$ cat config.mk
export PLATFORM = sky130hd
export DESIGN_NAME = uart_rx
export DESIGN_NICKNAME = d
export VERILOG_FILES = /design/src/rtl/uart_rx.sv
export SDC_FILE = /design/constraint.sdc
export NUM_CORES = 1
export LEC_CHECK = 0
export BUFFER_PORTS_ARGS = -buffer_cell sky130_fd_sc_hd__buf_2
export CAP_MARGIN = 20
export CORE_ASPECT_RATIO = 1.5
export CORE_MARGIN = 3
export CORE_UTILIZATION = 53
export CTS_CLUSTER_SIZE = 10
export DETAILED_ROUTE_END_ITERATION = 8
export PLACE_DENSITY = 0.74
export SYNTH_ARGS = -nofsm -noshare
export SYNTH_HDL_FRONTEND = slang
export SYNTH_SLANG_ARGS = --single-unit
$ cat constraint.sdc
create_clock -name clk -period 1.8 [get_ports clk]
set_input_delay 0.09 -clock clk [delete_from_list [all_inputs] [get_ports clk]]
set_output_delay 0.09 -clock clk [all_outputs]
set_load 0.02 [all_outputs]
$ cat src/rtl/uart_rx.sv
// 8N1 UART receiver: two-flop input sync, mid-bit sampling FSM, one-cycle
// data_valid / frame_err strobes, BREAK state to ride out a held-low line.
module uart_rx #(
  parameter int CLK_FREQ  = 50_000_000,
  parameter int BAUD_RATE = 115200
) (
  input  logic       clk,
  input  logic       reset_n,
  input  logic       rx,
  output logic [7:0] data_out,
  output logic       data_valid,
  output logic       frame_err,
  output logic       busy
);
  localparam int CLKS_PER_BIT = CLK_FREQ / BAUD_RATE;
  localparam int HALF_BIT     = CLKS_PER_BIT / 2;
  localparam int CW           = $clog2(CLKS_PER_BIT);
  localparam logic [CW-1:0] CNT_LAST = CW'(CLKS_PER_BIT - 1);
  localparam logic [CW-1:0] CNT_HALF = CW'(HALF_BIT - 1);

  typedef enum logic [2:0] {IDLE, START, DATA, STOP, BREAK} state_t;

  state_t          state;
  logic [1:0]      sync;
  logic            rx_s;
  logic [CW-1:0]   clk_cnt;
  logic [2:0]      bit_idx;
  logic [7:0]      shift;

  assign rx_s = sync[1];
  assign busy = (state != IDLE);

  always_ff @(posedge clk) begin
    if (!reset_n) begin
      sync       <= 2'b11;
      state      <= IDLE;
      clk_cnt    <= '0;
      bit_idx    <= '0;
      shift      <= '0;
      data_out   <= '0;
      data_valid <= 1'b0;
      frame_err  <= 1'b0;
    end else begin
      sync       <= {sync[0], rx};
      data_valid <= 1'b0;
      frame_err  <= 1'b0;
      case (state)
        IDLE: begin
          if (!rx_s) begin
            state   <= START;
            clk_cnt <= '0;
          end
        end
        START: begin
          // Re-check the line half a bit in; a high here was only a glitch.
          if (clk_cnt == CNT_HALF) begin
            clk_cnt <= '0;
            if (!rx_s) begin
              state   <= DATA;
              bit_idx <= '0;
            end else begin
              state <= IDLE;
            end
          end else begin
            clk_cnt <= clk_cnt + 1'b1;
          end
        end
        DATA: begin
          if (clk_cnt == CNT_LAST) begin
            clk_cnt        <= '0;
            shift[bit_idx] <= rx_s;
            if (bit_idx == 3'd7) state <= STOP;
            else                 bit_idx <= bit_idx + 3'd1;
          end else begin
            clk_cnt <= clk_cnt + 1'b1;
          end
        end
        STOP: begin
          if (clk_cnt == CNT_LAST) begin
            clk_cnt <= '0;
            if (rx_s) begin
              data_out   <= shift;
              data_valid <= 1'b1;
              state      <= IDLE;
            end else begin
              frame_err <= 1'b1;
              state     <= BREAK;
            end
          end else begin
            clk_cnt <= clk_cnt + 1'b1;
          end
        end
        BREAK: begin
          // Hold off until the line recovers so a stuck-low rx is not a new start.
          if (rx_s) state <= IDLE;
        end
        default: state <= IDLE;
      endcase
    end
  end
endmodule
==> results.md <==
* Final hold vios at 0
* Routed vias at approximately 1700
* Worst endpoint required time at 1.97 ns
* Setup tns final at 0 ns
* Maximum number of pins on one net before global-route repair at 17
* Vias in the first global route at 1732
* CTS tree: done
* Nets at between 200 and 250
* Final Wtd Congestion at 0.893
* Final Cycle Share at 95.8%
* Critical path capture point type: register
* Clk Latency, worst-skew pair at 0.29 ns
* Worst setup SP type: register
* Final antenna-violating net count at 0
* Crit-path cells: inv_2 > ha_1 > and4bb_2 > a31oi_4 > buf_6 > a2111o_1 > mux2i_1
* Row count at 25
* Area of the mapped netlist at around 0.0018 mm^2
* LEAKAGE at 0.885 nW
* M1 wire length at 1.68 mm
* WL met3 at 226 um
* Highest routed metal layer: met4
* Mapped Cells at 209
* Share of cells above drive strength 1 at 26.6%
* Clock Pin Slew Worst Setup and Hold Paths at approximately 0.07 ns
* Most frequent cells in the layout: dfxtp_1, nand2_1, mux2i_1
* Netlist cell types at 50
* Overflow after GRT at 0
* Met2 wire length at about 2.5 mm
* I/O Buffers at 13
* CP arrival at around 1.9 ns
* Initial core utilization at 56.7%
* CTS Sinks at 35
* Total power at 0.00221 W
* Most common cell after layout, fill and taps aside: dfxtp_1
* DRT Pass-1 Iters at 4
* R2r setup slk at 0.07 ns
* Clock Power Share at between 30% and 40%
* Top post-synthesis cells by area: dfxtp_1, mux2i_1, nand2_1
* Total track usage at 24.2%
* Area growth from synthesis to layout at 22.6%
* Wire length per cell at 16.1 um
* Global-route wire length before repair at 7.78 mm
* Area share of the largest cell type after synthesis at a little under two fifths
* Outcome: finished, final reports clean
* CTS root buf: clkbuf_8
* Crit Path Class: reg -> reg
* Combinational share of power at 26.7%
* Setup repair bufs after CTS at 0
* Clk buf depth at 2
* Die height at 78.2 um
* Post-DP HPWL at 3.29 mm
* Post-synth EDFFs at 0
* PwrDens at 976 mW/mm^2
* Area leader, netlist: dfxtp_1
* Sequential area share after synthesis at 38.0%
* Fmax at approximately 580 MHz
* Fin util at a little over two thirds
* Initial antenna violation count at 0
* Slowest stage delay, CP at between 0.3 and 0.4 ns
* CP max-delay cell: a2111o_1
* Slew Limit Fails at 0
* Int Power at 0.00152 W
* N_diodes at 0
* Slew @ Worst Pin at ~0.46 ns
* CTS buffer count at 5
* Tightest Hold Check Type: in -> reg
* Sw Share at 31.3%
* Worst Path Max Fanout at 4
* Fin crit period at 1.73 ns
* Max VDD drop at about 0.62 mV
* Max Cap Viol at 0
* Die W at roughly 54 um
* H-tree lvl count at 2
* Final setup violation count at 0
* WL final at 4.46 mm
* Core ar. at 0.00325 mm^2
* FF+latch count, synth at 35
* Die Area at around 0.0042 mm^2
* Initial DRC Count at 86
* Remaining DRCs at 0
* Rel. slew slack at 68.9%
* Post-synth ARST share at 0%
* Fill cell count at approximately 260
* Ys flop type: dfxtp_1
* Setup Skew at 0.00616 ns
* Net Switching at just under 0.0007 W
* Synthesized Nets at between 200 and 250
* Ys Warns at 0
* Via/cell ratio at 6.15
* Io pins at 14
* Seq pwr share at 39.6%
* Syn_area_per_cell at approximately 8.8 um^2
## sequential cells by signal, summed over array words and instances, names as in the netlist
name,count
clk_cnt,9
data_out,8
shift,8
bit_idx,3
state,3
sync,2
data_valid,1
frame_err,1
## path summary, 6_finish.rpt
path                                  from          to  cells past startpoint
worst max-delay path            clk_cnt[0]  bit_idx[0]                      7
worst min-delay path               reset_n     sync[1]                      2
worst max register to register  clk_cnt[0]  bit_idx[0]                      7
worst min register to register     sync[0]     sync[1]                      1
## power groups by stage
stage	sequential, W	combinational, W	clock, W
finish	0.000875	0.000589	0.000744
global route	0.000879	0.000641	0.000798
detailed placement	0.000885	0.000524	0
CTS	0.000866	0.000530	0.000757
floorplan	0.000839	0.000383	0
global placement	0.000885	0.000522	0
## layout make-up
cell class / instances / area, um^2 / area share [%]
Clock buffer: 6 / 82.6 / 3.65
Clock inverter: 2 / 38.8 / 1.72
Inverter: 8 / 30.0 / 1.33
Multi-Input combinational cell: 154 / 1120 / 49.5
Sequential cell: 35 / 711 / 31.4
Tap cell: 40 / 50.0 / 2.21
Timing Repair Buffer: 32 / 230 / 10.2
## cells by family after synthesis
| logic type | after synthesis | synth area share [%] |
|---|---|---|
| compound gates | 38 | 15.5 |
| xor+xnor | 1 | 0.475 |
| fa+ha+maj | 5 | 3.39 |
| buf+inv | 20 | 4.68 |
| flops | 35 | 38.0 |
| mux | 19 | 10.3 |
| simple gates | 91 | 27.6 |
## critical path, delay by kind of cell (launching register included)
kind,cells,cell delay [ns]
and+or+nand+nor,1,0.28
AOI/OAI and AO/OA,2,0.49
muxes,1,0.15
adders and majority gates,1,0.13
buffers and inverters,2,0.21
DFF,1,0.35
## routing by layer
| metal | global-route usage, % | vias up |
|---|---|---|
| met1 | 26.7 | 823 |
| met4 | 8.73 | 0 |
| met2 | 42.8 | 56 |
| met3 | 5.50 | 11 |
| met5 | 0 | - |
| li1 | - | 814 |
## through the flow
stage	setup WS [ns]	hold WS, ns	cell area (um^2)	cells
2_1_floorplan	0.124	0.191	1840	209
3_3_place_gp	-0.0141	0.270	2050	268
3_5_place_dp	-0.00134	0.288	2050	268
4_1_cts	0.0417	0.110	2180	277
5_1_grt	-0.0139	0.120	2260	277
6_report	0.0750	0.117	2260	277
## Yosys cell counts, drive strengths merged, types with 5 or more instances
cell / n
a21oi: 6
nand2b: 5
nor2: 15
inv: 8
dfxtp: 35
mux2i: 19
clkbuf: 5
buf: 7
a31oi: 5
o211ai: 6
nand2: 28
ha: 5
nand3: 10
## what timing repair did
| item | CTS | global route |
|---|---|---|
| gates resized for setup | 1 | 20 |
| setup endpoints to repair | 1 | 17 |
| pin swaps | 0 | 3 |
| endpoints found under the hold margin | 1 | 0 |
| hold buffers | 1 | 0 |
(Power assumes the default switching activity.)
